$ cat config.mk
export PLATFORM = sky130hd
export DESIGN_NAME = mips_boot_ctrl
export DESIGN_NICKNAME = d
export VERILOG_FILES = /design/src/rtl/mips_boot_pkg.sv /design/src/rtl/mips_word_serializer.sv /design/src/rtl/mips_boot_ctrl.sv
export SDC_FILE = /design/constraint.sdc
export NUM_CORES = 1
export LEC_CHECK = 0
export BUFFER_PORTS_ARGS = -buffer_cell sky130_fd_sc_hd__buf_2
export CAP_MARGIN = 10
export CORE_MARGIN = 2
export CORE_UTILIZATION = 45
export DETAILED_ROUTE_END_ITERATION = 12
export PLACE_DENSITY_LB_ADDON = 0.25
export SLEW_MARGIN = 20
export SYNTH_ARGS = -nofsm -noshare
export SYNTH_HDL_FRONTEND = slang
export SYNTH_SLANG_ARGS = --single-unit
$ cat constraint.sdc
create_clock -name clk -period 10.7 [get_ports clk]
set_input_delay 1.605 -clock clk [delete_from_list [all_inputs] [get_ports clk]]
set_output_delay 1.605 -clock clk [all_outputs]
set_load 0.005 [all_outputs]
$ cat src/rtl/mips_boot_pkg.sv
// mips_boot_pkg: shared state encoding and byte-lane helper for the MIPS boot controller
package mips_boot_pkg;
    typedef enum logic [2:0] {
        S_IDLE, S_LOAD_I, S_LOAD_D, S_RUN, S_DRAIN, S_DONE, S_ERROR, S_TIMEOUT
    } state_t;
    localparam int BYTES_PER_WORD = 4;
    function automatic logic [7:0] byte_lane(input logic [31:0] word, input logic [1:0] idx);
        return word[8*idx +: 8];
    endfunction
endpackage

$ cat src/rtl/mips_word_serializer.sv
// mips_word_serializer: accepts one word plus base address and emits four little-endian byte writes
module mips_word_serializer
    import mips_boot_pkg::*;
(
    input  logic        clk,
    input  logic        reset,
    input  logic        in_valid,
    output logic        in_ready,
    input  logic [31:0] in_word,
    input  logic [31:0] in_base,
    input  logic        in_last,
    output logic        wr_en_d,
    output logic [31:0] wr_addr_d,
    output logic [7:0]  wr_data_d,
    output logic        word_done,
    output logic        cur_last,
    output logic [31:0] cur_base
);
    logic [31:0] word_q, word_d, base_q, base_d;
    logic        last_q, last_d, act_q, act_d, acc;
    logic [1:0]  idx_q, idx_d;
    // wr_*_d describe the byte the owner registers for the next cycle
    always_comb begin
        in_ready  = !act_q || (idx_q == 2'd3 && !last_q);
        word_done = act_q && idx_q == 2'd3;
        acc       = in_valid && in_ready;
        word_d    = acc ? in_word : word_q;
        base_d    = acc ? in_base : base_q;
        last_d    = acc ? in_last : last_q;
        act_d     = acc || (act_q && idx_q != 2'd3);
        idx_d     = acc ? 2'd0 : idx_q + 2'd1;
        wr_en_d   = act_d;
        wr_addr_d = base_d + {30'd0, idx_d};
        wr_data_d = byte_lane(word_d, idx_d);
        cur_last  = last_q;
        cur_base  = base_q;
    end
    always_ff @(posedge clk) begin
        if (reset) begin
            word_q <= '0;
            base_q <= '0;
            last_q <= 1'b0;
            act_q  <= 1'b0;
            idx_q  <= 2'd0;
        end else begin
            word_q <= word_d;
            base_q <= base_d;
            last_q <= last_d;
            act_q  <= act_d;
            idx_q  <= idx_d;
        end
    end
endmodule

$ cat src/rtl/mips_boot_ctrl.sv
// mips_boot_ctrl: loads instruction/data memories from a word stream, then runs the core to its last PC
module mips_boot_ctrl
    import mips_boot_pkg::*;
#(
    parameter int IMEM_BYTES     = 1024,
    parameter int DMEM_BYTES     = 1024,
    parameter int DRAIN_CYCLES   = 1,
    parameter int MAX_RUN_CYCLES = 65535
) (
    input  logic        clk,
    input  logic        reset,
    input  logic        start,
    input  logic        with_data,
    input  logic        s_valid,
    output logic        s_ready,
    input  logic [31:0] s_data,
    input  logic        s_last,
    output logic        im_we,
    output logic [31:0] im_addr,
    output logic [7:0]  im_wdata,
    output logic        dm_we,
    output logic [31:0] dm_addr,
    output logic [7:0]  dm_wdata,
    output logic        cpu_run,
    input  logic [31:0] pc,
    output logic [31:0] end_pc,
    output logic        busy,
    output logic        done,
    output logic        err,
    output logic        timeout
);
    localparam int RW = $clog2(MAX_RUN_CYCLES) + 1;
    localparam int DW = $clog2(DRAIN_CYCLES) + 1;
    state_t      state_q, state_d;
    logic        with_data_q, with_data_d;
    logic [31:0] addr_q, addr_d, end_pc_q, end_pc_d, seg_bytes;
    logic [RW-1:0] run_cnt_q, run_cnt_d;
    logic [DW-1:0] drain_cnt_q, drain_cnt_d;
    logic        im_we_q, im_we_d, dm_we_q, dm_we_d;
    logic [31:0] im_addr_q, im_addr_d, dm_addr_q, dm_addr_d;
    logic [7:0]  im_wdata_q, im_wdata_d, dm_wdata_q, dm_wdata_d;
    logic        load, ovf, hs, ser_valid, ser_ready, seg_end;
    logic        ser_wr, ser_done, ser_last;
    logic [31:0] ser_addr, ser_base;
    logic [7:0]  ser_data;
    mips_word_serializer u_ser (
        .clk(clk), .reset(reset),
        .in_valid(ser_valid), .in_ready(ser_ready),
        .in_word(s_data), .in_base(addr_q), .in_last(s_last),
        .wr_en_d(ser_wr), .wr_addr_d(ser_addr), .wr_data_d(ser_data),
        .word_done(ser_done), .cur_last(ser_last), .cur_base(ser_base)
    );
    always_comb begin
        load        = state_q == S_LOAD_I || state_q == S_LOAD_D;
        seg_bytes   = state_q == S_LOAD_I ? 32'(IMEM_BYTES) : 32'(DMEM_BYTES);
        ovf         = addr_q + 32'(BYTES_PER_WORD) > seg_bytes;
        s_ready     = load && ser_ready;
        hs          = s_valid && s_ready;
        ser_valid   = hs && !ovf;
        seg_end     = load && ser_done && ser_last;
        state_d     = state_q;
        with_data_d = with_data_q;
        addr_d      = addr_q;
        end_pc_d    = end_pc_q;
        run_cnt_d   = run_cnt_q;
        drain_cnt_d = drain_cnt_q;
        case (state_q)
            S_IDLE, S_DONE, S_ERROR, S_TIMEOUT: if (start) begin
                state_d     = S_LOAD_I;
                with_data_d = with_data;
                addr_d      = '0;
                run_cnt_d   = '0;
                drain_cnt_d = '0;
            end
            S_LOAD_I, S_LOAD_D: if (hs && ovf) begin
                state_d = S_ERROR;
            end else if (hs) begin
                addr_d = addr_q + 32'(BYTES_PER_WORD);
            end else if (seg_end) begin
                addr_d   = '0;
                end_pc_d = state_q == S_LOAD_I ? ser_base : end_pc_q;
                state_d  = (state_q == S_LOAD_I && with_data_q) ? S_LOAD_D : S_RUN;
            end
            S_RUN: begin
                run_cnt_d = run_cnt_q + 1'b1;
                state_d   = pc == end_pc_q ? S_DRAIN
                          : run_cnt_q == RW'(MAX_RUN_CYCLES - 1) ? S_TIMEOUT : S_RUN;
            end
            S_DRAIN: begin
                drain_cnt_d = drain_cnt_q + 1'b1;
                state_d     = drain_cnt_q == DW'(DRAIN_CYCLES - 1) ? S_DONE : S_DRAIN;
            end
        endcase
        // byte writes are steered by the segment active when they are issued
        im_we_d    = ser_wr && state_q == S_LOAD_I;
        im_addr_d  = im_we_d ? ser_addr : im_addr_q;
        im_wdata_d = im_we_d ? ser_data : im_wdata_q;
        dm_we_d    = ser_wr && state_q == S_LOAD_D;
        dm_addr_d  = dm_we_d ? ser_addr : dm_addr_q;
        dm_wdata_d = dm_we_d ? ser_data : dm_wdata_q;
    end
    always_ff @(posedge clk) begin
        if (reset) begin
            state_q     <= S_IDLE;
            with_data_q <= 1'b0;
            addr_q      <= '0;
            end_pc_q    <= '0;
            run_cnt_q   <= '0;
            drain_cnt_q <= '0;
            im_we_q     <= 1'b0;
            im_addr_q   <= '0;
            im_wdata_q  <= '0;
            dm_we_q     <= 1'b0;
            dm_addr_q   <= '0;
            dm_wdata_q  <= '0;
        end else begin
            state_q     <= state_d;
            with_data_q <= with_data_d;
            addr_q      <= addr_d;
            end_pc_q    <= end_pc_d;
            run_cnt_q   <= run_cnt_d;
            drain_cnt_q <= drain_cnt_d;
            im_we_q     <= im_we_d;
            im_addr_q   <= im_addr_d;
            im_wdata_q  <= im_wdata_d;
            dm_we_q     <= dm_we_d;
            dm_addr_q   <= dm_addr_d;
            dm_wdata_q  <= dm_wdata_d;
        end
    end
    assign im_we    = im_we_q;
    assign im_addr  = im_addr_q;
    assign im_wdata = im_wdata_q;
    assign dm_we    = dm_we_q;
    assign dm_addr  = dm_addr_q;
    assign dm_wdata = dm_wdata_q;
    assign end_pc   = end_pc_q;
    assign cpu_run  = state_q == S_RUN || state_q == S_DRAIN;
    assign busy     = load || cpu_run;
    assign done     = state_q == S_DONE;
    assign err      = state_q == S_ERROR;
    assign timeout  = state_q == S_TIMEOUT;
endmodule

==> metrics.md, run 1 <==
| Metric | Value |
|---|---|
| Slowest cell on the critical path | or4_1 |
| FF-to-FF Start | addr_q[3]$_SDFFE_PP0P_ |
| P&R area growth vs syn | 17.59% |
| Row count | 57 |
| Final RePlAce weighted congestion | 0.8859 |
| Netlist Area Pre-Place | 10,920 sq um |
| WL per Instance | 16.72 um |
| Post-detailed-routing wire length | 30.55 mm |
| Worst path max stage delay | 580 ps |
| GR Overflow Total | 0 |
| Kind of critical path | flop to flop |
| Core Area | 24,030 sq um |
| Critical Path Start Type | flop |
| Post-CTS Resized | 0 |
| Mapped Cells | 1,360 |
| Slew Limit Headroom | 44.59% |
| VDD IR max | 0.0001440 V |
| I/O pin cnt | 190 |
| Initial DRC count | 759 |
| CTS root buffer | clkbuf_16 |
| Top FF cell, synth | dfxtp_1 |
| Hold path depth | 2 |
| Power Density | 191.1 nW/um^2 |
| Die X | 159.8 um |
| Largest net degree at the start of global routing | 112 |
| Post-Layout Inst Area | 12,840 sq um |
| Most frequent cells in the layout | 234 x dfxtp_1, 226 x nand2_1, 188 x buf_2 |
| Clk_skew | 19.95 ps |
| Die ar. | 25,520 sq um |
| Final Cycle Share | 56.63% |
| Post CTS Setup Buffer Count | 0 |
| # setup viols final | 0 |
| Avg Cell Area, Syn | 8.028 sq um |
| Status | complete, no violations |
| Crit path required time | 11,120 ps |
| Yosys reg bits | 234 |
| Number of synthesis warnings | 0 |
| Vias in the first global route | 9,360 |
| # clock sinks | 234 |
| Synth async-reset ratio | 0% |
| CTS max path bufs | 3 |
| Setup Slack @ Placement | 4755 ps |
| PortBufs | 189 |
| Antenna Nets Post-Route | 0 |
| First-pass GRT wire length | 49.40 mm |
| H-Tree Depth | 1 |
| Reg clk slew, reported paths | 60 ps |
| Crit path max fanout | 31 |
| Antenna violations before repair | 0 |
| Total global-route track usage | 23.40% |
| NumNets Final | 1,565 |
| Critical Path AT | 6480 ps |
| Reg-to-reg slack, setup | 4640 ps |
| Worst min-delay path category | flop to flop |
| Worst Path Buf+Inv | 1 |
| Crit path time final | 6059 ps |
| Hold path start | im_addr[6]$_SDFFE_PP0P_ |
| Drt drc | 0 |
| HPWL Detailed | 21.17 mm |
| Die H | 159.8 um |
| Vias/cell | 5.518 |
| Reg2Reg Depth | 19 |
| Worst setup margin | 4641 ps |
| Clock buffer count from CTS | 26 |
| CTS tree | done |
| Worst-skew pair later-pin latency | 540 ps |
| Leakage | 5.099 nW |
| RSZ-0062 raised after global routing | no |
| Worst R2R End | im_addr[29]$_SDFFE_PP0P_ |
| First drt pass iteration count | 6 |
| CTS Hold Bufs | 0 |
| CP delay by family, top | simple AND/OR/NAND/NOR gates |
| Most common cell after layout, fill and taps aside | dfxtp_1 |
| Setup tns final | 0 ps |
| Max frequency | 165.0 MHz |
| Diode count | 0 |
| Initial Utilization | 45.43% |
| Max-cap violations | 0 |
| Sequential share of the synthesized area | 42.91% |
| Hold endpoint | im_addr[6]$_SDFFE_PP0P_ |
| Hold Violations, Final | 0 |
| Synth Net Count | 1,437 |
| Layout cells sized above 1 | 18.36% |
| Pins Over Slew Limit | 0 |
| Area post-placement | 11,970 sq um |
| EDFF count, synth | 0 |
| Yosys cell types | 69 |
| Vias | 10,080 |
| Crit path capture type | flop |
| Worst-Margin Slew | 831.1 ps |
| CP cell instances | ha_1 -> and4_1 -> nand4b_4 -> or4_1 -> a211oi_2 -> o2111ai_2 -> or3_4 -> nand2_1 -> inv_1 -> ha_1 -> a21oi_1 -> nor3_1 -> and3_1 -> nand2_1 -> nor3_1 -> a22oi_1 -> nor2b_1 -> xnor2_1 -> a2111oi_2 |
==> cell families (layout without fill, tap and decap cells) <==
family / Yosys count / after routing / synth area share, %
xor gates and xnor gates: 70 / 70 / 5.615
DFF: 234 / 234 / 42.91
buffers and inverters: 115 / 258 / 4.320
AOI/OAI and AO/OA: 311 / 311 / 17.35
and+or+nand+nor: 603 / 603 / 26.15
adders and majority gates: 7 / 7 / 0.8709
muxes: 20 / 20 / 2.785
==> registers in the layout, indices dropped and copies added (netlist names), 8 cells and up <==
signal	cells
dm_addr	32
end_pc	32
im_addr	32
u_ser.cur_base	32
u_ser.word_q	32
addr_q	30
run_cnt_q	17
dm_wdata	8
im_wdata	8
==> synth_stat cells, types with 5 or more instances <==
| cell type | count | area share, % |
|---|---|---|
| nand2_1 | 226 | 7.8 |
| mux2i_1 | 9 | 0.83 |
| mux4_2 | 8 | 1.7 |
| a211oi_1 | 39 | 2.7 |
| nand2b_1 | 8 | 0.46 |
| clkbuf_1 | 71 | 2.4 |
| or3_1 | 7 | 0.40 |
| ha_1 | 6 | 0.69 |
| nand3b_1 | 5 | 0.34 |
| xor2_1 | 46 | 3.7 |
| nand4_1 | 12 | 0.69 |
| o21a_1 | 12 | 0.83 |
| and4_1 | 9 | 0.72 |
| nor3_1 | 36 | 1.7 |
| nor2_1 | 156 | 5.4 |
| a311oi_1 | 5 | 0.40 |
| a21boi_0 | 10 | 0.69 |
| xnor2_1 | 24 | 1.9 |
| a31oi_1 | 13 | 0.74 |
| buf_1 | 5 | 0.17 |
| inv_1 | 15 | 0.52 |
| nand3_1 | 44 | 2.0 |
| nor4_1 | 19 | 1.1 |
| o22ai_1 | 6 | 0.34 |
| a21oi_1 | 156 | 7.2 |
| o21ai_0 | 33 | 1.5 |
| buf_2 | 20 | 0.92 |
| and2_1 | 10 | 0.57 |
| and3_1 | 41 | 2.3 |
| dfxtp_1 | 234 | 43 |
==> through the flow <==
step | hold slack [ps] | cells | util (%) | power, W
2_1_floorplan | 421.7 | 1360 | - | 0.001379
3_3_place_gp | 433.0 | 1784 | 49.80 | 0.001558
3_5_place_dp | 441.1 | 1784 | 49.80 | 0.001565
4_1_cts | 451.7 | 1827 | 53.40 | 0.002471
5_1_grt | 470.1 | 1827 | 53.42 | 0.002578
6_report | 449.2 | 1827 | 53.42 | 0.002453
==> final cells by class <==
cell class	instances	area, sq um
multi-input cells	1011	5789
repair buffers	200	1039
well taps	324	405.4
fillers	2323	11200
flip-flops and latches	234	4684
clock inverters	9	133.9
clock buffers	34	730.7
inverters	15	56.30
==> worst register-to-register path: cells and delay by family (launching register included) <==
kind,cells,cell delay [ps]
adders and majority gates,2,660
buffers and inverters,1,70
DFF,1,530
xor gates and xnor gates,1,90
AOI/OAI and AO/OA,5,1210
and+or+nand+nor,10,3400
==> worst max path at each step <==
stage	start	endpoint	slack (ps)	cells after the start
floorplan	addr_q[2]$_SDFFE_PP0P_	dm_addr[25]$_SDFFE_PP0P_	5370	23
global placement	addr_q[3]$_SDFFE_PP0P_	im_addr[29]$_SDFFE_PP0P_	4950	19
detailed placement	addr_q[3]$_SDFFE_PP0P_	im_addr[29]$_SDFFE_PP0P_	4750	19
CTS	addr_q[3]$_SDFFE_PP0P_	im_addr[29]$_SDFFE_PP0P_	4700	19
global route	addr_q[3]$_SDFFE_PP0P_	im_addr[31]$_SDFFE_PP0P_	4180	19
finish	addr_q[3]$_SDFFE_PP0P_	im_addr[29]$_SDFFE_PP0P_	4640	19
==> metal layers <==
| layer | track usage [%] | part of all wire (%) | wire (um) | vias up |
|---|---|---|---|---|
| li1 | - | - | - | 4987 |
| met1 | 34.32 | 47 | 14480 | 4706 |
| met2 | 35.77 | 44 | 13290 | 337 |
| met3 | 2.753 | 6.3 | 1931 | 51 |
| met4 | 7.686 | 2.8 | 841 | 0 |
| met5 | 0 | 0 | 0 | - |
==> power breakdown <==
group          internal [W]  total, W  switching [W]
clock              0.000549  0.000904       0.000356
combinational      0.000186  0.000549       0.000362
sequential         0.000942   0.00100      0.0000575
total               0.00168   0.00245       0.000775
Power figures use the tool's default switching activity.
==> run 2, diff against run 1 <==
==> constraint.sdc (replaced) <==
create_clock -name clk -period 5.44 [get_ports clk]
set_input_delay 0.816 -clock clk [delete_from_list [all_inputs] [get_ports clk]]
set_output_delay 0.816 -clock clk [all_outputs]
set_load 0.005 [all_outputs]
==> metrics.md, run 2 (synthesis results as in run 1) <==
| Metric | Value |
|---|---|
| Status | complete, no violations |
| Reg-to-reg slack, setup | 340 ps |
| Post-detailed-routing wire length | 30.71 mm |
| Critical Path AT | 5530 ps |
| CTS tree | done |
| Final RePlAce weighted congestion | 0.8674 |
| Worst setup startpoint | addr_q[2]$_SDFFE_PP0P_ |
| Worst-Margin Slew | 823.1 ps |
| CP delay by family, top | simple AND/OR/NAND/NOR gates |
| Largest net degree at the start of global routing | 106 |
| VDD IR max | 0.0002099 V |
| Slowest cell on the critical path | or4_1 |
| Setup tns final | 0 ps |
| Row count | 57 |
| Pins Over Slew Limit | 0 |
| PortBufs | 189 |
| Vias | 10,100 |
| FILL cells | 2,319 |
| Antenna Nets Post-Route | 0 |
| Worst min-delay path category | flop to flop |
| WL per Instance | 16.62 um |
| Switch share | 31.90% |
| HPWL Detailed | 21.51 mm |
| Max frequency | 196.0 MHz |
| CTS root buffer | clkbuf_16 |
| Initial Utilization | 45.43% |
| First drt pass iteration count | 5 |
| Die H | 159.8 um |
| # setup viols final | 0 |
| Crit path required time | 5860 ps |
| Diode count | 0 |
| Reg power frac | 40.5% |
| Vias in the first global route | 9,364 |
| Power Density | 371.3 nW/um^2 |
| Crit path capture type | flop |
| Critical Path Stages | 19 |
| Worst Path Buf+Inv | 1 |
| Slew Limit Headroom | 45.12% |
| Switching power | 0.001539 W |
| First-pass GRT wire length | 49.67 mm |
| Final Cycle Share | 93.77% |
| Critical Path Start Type | flop |
| Crit path time final | 5101 ps |
| RSZ-0062 raised after global routing | no |
| Clock buffer count from CTS | 26 |
| P&R area growth vs syn | 19.01% |
| Internal Power | 0.003285 W |
| Clock share of power | 36.5% |
| Initial DRC count | 804 |
| Die X | 159.8 um |
| I/O pin cnt | 190 |
| Most frequent cells in the layout | 234 x dfxtp_1, 226 x nand2_1, 188 x buf_2 |
| Reg2Reg Depth | 19 |
| Hold path start | run_cnt_q[11]$_SDFFE_PP0P_ |
| H-Tree Depth | 1 |
| Worst-skew pair later-pin latency | 540 ps |
| Final Power | 0.004824 W |
| Vias/cell | 5.463 |
| Logic gate share of total power | 23.0% |
| Crit path max fanout | 10 |
| Total global-route track usage | 23.58% |
| Layout cells sized above 1 | 19.42% |
| GR Overflow Total | 0 |
| Hold Violations, Final | 0 |
| Antenna violations before repair | 0 |
| Die ar. | 25,520 sq um |
| Drt drc | 0 |
| Kind of critical path | flop to flop |
| FF-to-FF Start | addr_q[2]$_SDFFE_PP0P_ |
| Max-cap violations | 0 |
| Critical path endpoint | dm_addr[25]$_SDFFE_PP0P_ |
| Worst path max stage delay | 580 ps |
| Most common cell after layout, fill and taps aside | dfxtp_1 |
| NumNets Final | 1,582 |
| Worst R2R End | dm_addr[25]$_SDFFE_PP0P_ |
| Clk_skew | 26.59 ps |
| # clock sinks | 234 |
| Reg clk slew, reported paths | 60 ps |
| Leakage | 5.197 nW |
| DP Cell Count | 1,801 |
| Core Area | 24,030 sq um |
| CTS max path bufs | 3 |
| Post-Layout Cell Count | 1,848 |
| CP cell instances | ha_1 -> and4_4 -> nand4b_4 -> or4_1 -> a211oi_2 -> o2111ai_2 -> or3_4 -> nand2_1 -> inv_1 -> ha_1 -> a21oi_1 -> nor3_1 -> and3_1 -> nand2_1 -> nor2_1 -> a22o_1 -> a31oi_1 -> or3b_1 -> a32o_1 |
-- run 2: cell types whose count changed in the layout (fill, tap and decap cells not counted), moves of 2 or more --
| cell | before | now |
|---|---|---|
| nor3_1 | 36 | 34 |
| clkbuf_1 | 3 | 5 |
| clkbuf_8 | 5 | 9 |
| nor3_2 | 1 | 3 |
| bufinv_16 | 3 | 1 |
| buf_4 | 10 | 26 |
-- run 2: final cells by class --
class,count,area [sq um],area share (%)
Clock buffer,40,793.3,6.105
Clock inverter,7,75.07,0.5778
Inverter,15,56.30,0.4333
Multi-Input combinational cell,1011,5801,44.64
Sequential cell,234,4684,36.05
Tap cell,324,405.4,3.120
Timing Repair Buffer,217,1179,9.071
-- run 2: layer usage --
| metal | share of wire (%) | track usage (%) | up-vias |
|---|---|---|---|
| met5 | 0 | 0 | - |
| met3 | 6.5 | 3.896 | 41 |
| li1 | - | - | 5043 |
| met1 | 48 | 34.45 | 4689 |
| met2 | 44 | 36.42 | 322 |
| met4 | 1.9 | 5.537 | 0 |
-- run 2: what timing repair did --
action	in CTS	in global routing
setup buffers	0	0
gates resized for setup	0	4
hold buffers	0	0
setup endpoints to repair	0	8
-- run 2: power groups by stage --
stage / logic [W] / clock network (W) / registers [W]
finish: 0.00111 / 0.00176 / 0.00195
global placement: 0.00110 / 0 / 0.00198
global route: 0.00123 / 0.00187 / 0.00197
floorplan: 0.000759 / 0 / 0.00195
CTS: 0.00112 / 0.00179 / 0.00195
detailed placement: 0.00111 / 0 / 0.00199
-- run 2: worst min-delay path by stage --
stage / cells after the start / endpoint / slack (ps)
floorplan: 1 / run_cnt_q[11]$_SDFFE_PP0P_ / 420
CTS: 2 / u_ser.word_q[28]$_SDFF_PP0_ / 450
global route: 2 / u_ser.word_q[21]$_SDFF_PP0_ / 470
detailed placement: 2 / u_ser.word_q[28]$_SDFF_PP0_ / 440
finish: 1 / run_cnt_q[11]$_SDFFE_PP0P_ / 450
global placement: 1 / run_cnt_q[11]$_SDFFE_PP0P_ / 440
-- run 2: through the flow --
stage,area [sq um],util [%],setup slack [ps],hold WS (ps)
CTS,12980,54.00,107.1,450.7
finish,12990,54.06,338.8,446.1
global placement,12110,50.38,325.0,435.3
detailed placement,12110,50.38,193.8,443.6
floorplan,10920,-,107.8,421.7
global route,12990,54.06,23.86,473.0
==> run 3, diff against run 2 <==
--- a/config.mk
+++ b/config.mk
@@ -5,11 +5,13 @@
 export SDC_FILE = /design/constraint.sdc
 export NUM_CORES = 1
 export LEC_CHECK = 0
+export ABC_AREA = 1
 export BUFFER_PORTS_ARGS = -buffer_cell sky130_fd_sc_hd__buf_2
 export CAP_MARGIN = 10
 export CORE_MARGIN = 2
 export CORE_UTILIZATION = 45
 export DETAILED_ROUTE_END_ITERATION = 12
+export HOLD_SLACK_MARGIN = 0.02
 export PLACE_DENSITY_LB_ADDON = 0.25
 export SLEW_MARGIN = 20
 export SYNTH_ARGS = -nofsm -noshare
==> metrics.md, run 3 <==
| Metric | Value |
|---|---|
| Status | complete, no violations |
| WL per Instance | 15.03 um |
| DP Cell Count | 2,222 |
| Worst setup margin | 960.0 ps |
| # clock sinks | 234 |
| CTS root buffer | clkbuf_16 |
| I/O pin cnt | 190 |
| Post-Layout Cell Count | 2,267 |
| Final RePlAce weighted congestion | 1.030 |
| GR Overflow Total | 0 |
| Synth Net Count | 1,832 |
| Number of synthesis warnings | 0 |
| Avg Cell Area, Syn | 6.665 sq um |
| Post-Layout Inst Area | 13,760 sq um |
| Yosys reg bits | 234 |
| Worst-Margin Slew | 1043 ps |
| Post CTS Setup Buffer Count | 0 |
| Critical Path Start Type | flop |
| Diode count | 0 |
| Max frequency | 223.2 MHz |
| First drt pass iteration count | 5 |
| Crit path capture type | flop |
| Post-CTS Resized | 0 |
| Setup tns final | 0 ps |
| Slew Limit Headroom | 30.36% |
| H-Tree Depth | 1 |
| RSZ-0062 raised after global routing | no |
| Yosys cell types | 43 |
| P&R area growth vs syn | 17.66% |
| Synth area leader | dfxtp_1 |
| Hold slack final | 455.1 ps |
| Reg clk slew, reported paths | 60 ps |
| CTS Hold Bufs | 0 |
| Top FF cell, synth | dfxtp_1 |
| Crit path max fanout | 35 |
| HPWL Detailed | 25.01 mm |
| Die ar. | 27,300 sq um |
| PortBufs | 189 |
| CTS max path bufs | 3 |
| Clock buffer count from CTS | 26 |
| Post-detailed-routing wire length | 34.07 mm |
| Antenna Nets Post-Route | 0 |
| Top cell type's share of synthesized area | 40.05% |
| Critical Path Most Common Cell | nand2_1 |
| Leakage | 6.392 nW |
| Crit path time final | 4480 ps |
| Max-cap violations | 0 |
| Row count | 59 |
| Layout cells sized above 1 | 16.67% |
| Synth area leaders | dfxtp_1 40%, nand2_1 12%, nor2_1 9.6% |
| Kind of critical path | flop to flop |
| CTS tree | done |
| Drt drc | 0 |
| Most common cell after layout, fill and taps aside | nand2_1 |
| Vias in the first global route | 10,380 |
| Power Density | 427.3 nW/um^2 |
| Hold Violations, Final | 0 |
| Antenna violations before repair | 0 |
| CP delay by family, top | simple AND/OR/NAND/NOR gates |
| Worst path max stage delay | 400 ps |
| NumNets Final | 1,992 |
| Die H | 165.2 um |
| Initial Utilization | 45.40% |
| First-pass GRT wire length | 52.95 mm |
| Worst min-delay path category | flop to flop |
| Slowest cell on the critical path | fa_1 |
| Netlist Area Pre-Place | 11,700 sq um |
| Synth async-reset ratio | 0% |
| Core Area | 25,760 sq um |
| Pins Over Slew Limit | 0 |
| Largest net degree at the start of global routing | 82 |
| Vias/cell | 5.063 |
| Crit path required time | 5880 ps |
| Die X | 165.2 um |
| # setup viols final | 0 |
| Most frequent cells in the layout | 373 x nand2_1, 299 x nor2_1, 234 x dfxtp_1 |
| Sequential share of the synthesized area | 40.05% |
| Worst-skew pair later-pin latency | 540 ps |
| Worst Path Buf+Inv | 6 |
| Total global-route track usage | 24.16% |
| Final Cycle Share | 82.35% |
| EDFF count, synth | 0 |
| Mapped Cells | 1,755 |
| Clk_skew | 11.89 ps |
| Setup Slack @ Placement | 1014 ps |
| Area post-placement | 12,850 sq um |
| Vias | 11,480 |
| Cell with the most instances after synthesis | nand2_1 |
| Initial DRC count | 841 |
| VDD IR max | 0.0002517 V |
| Critical Path AT | 4920 ps |
| Post-synth top cells | 373 x nand2_1, 300 x nor2_1, 234 x dfxtp_1, 215 x inv_1, 104 x nand3_1 |
## run 3: cell types whose count changed after synthesis, sizes merged, moves of 53 or more
cell,change
nand3,+66
inv,+204
a21oi,-53
nand2,+163
nor2,+170
o21ai,+101
## run 3: worst min-delay path, stage by stage (launching register included)
cell and delay, ps:
dfxtp_1 290, inv_1 60, a21oi_1 60
## run 3: where the power goes
group / switching, W / leakage (nW) / internal (W)
combinational: 0.00130 / 4.04 / 0.000582
sequential: 0.000144 / 1.90 / 0.00198
clock: 0.000724 / 0.451 / 0.00116
## run 3: logic make-up (layout without fill, tap and decap cells)
logic type	count (synthesis)	after routing	share of synthesized area [%]
AND/OR/NAND/NOR	918	918	34.45
buffers and inverters	296	473	10.12
AO/OA/AOI/OAI	265	265	11.95
flip-flops	234	234	40.05
XOR/XNOR	35	35	2.621
adder cells (fa/ha/maj)	7	7	0.8129
## run 3: through the flow
stage               total power (W)  util (%)
floorplan                  0.003436         -
global placement           0.004003     49.88
detailed placement         0.004020     49.88
CTS                        0.005906     53.42
global route               0.006232     53.42
finish                     0.005881     53.42
## run 3: final cells by class
cell class                      instances  area, sq um
Timing Repair Buffer                  206         1076
Tap cell                              335        419.2
Clock buffer                           34        752.0
Multi-Input combinational cell       1225         5837
Fill cell                            2592        12000
Clock inverter                         11        161.4
Sequential cell                       234         4684
Inverter                              222        833.3
## run 3: layer usage
metal	GRT usage, %	vias up	wire (um)
li1	-	5853	-
met1	32.72	5187	15330
met2	39.39	376	15330
met3	4.995	61	2621
met4	6.008	0	785
met5	0	-	0
## run 3: path summary, 6_finish.rpt
path / startpoint / to / slack (ps) / cells past startpoint
min: u_ser.cur_base[27]$_SDFF_PP0_ / end_pc[27]$_SDFFE_PP0P_ / 460 / 2
max reg2reg: addr_q[3]$_SDFFE_PP0P_ / im_addr[30]$_SDFFE_PP0P_ / 960 / 28
min reg2reg: u_ser.cur_base[27]$_SDFF_PP0_ / end_pc[27]$_SDFFE_PP0P_ / 460 / 2
max: addr_q[3]$_SDFFE_PP0P_ / im_addr[30]$_SDFFE_PP0P_ / 960 / 28
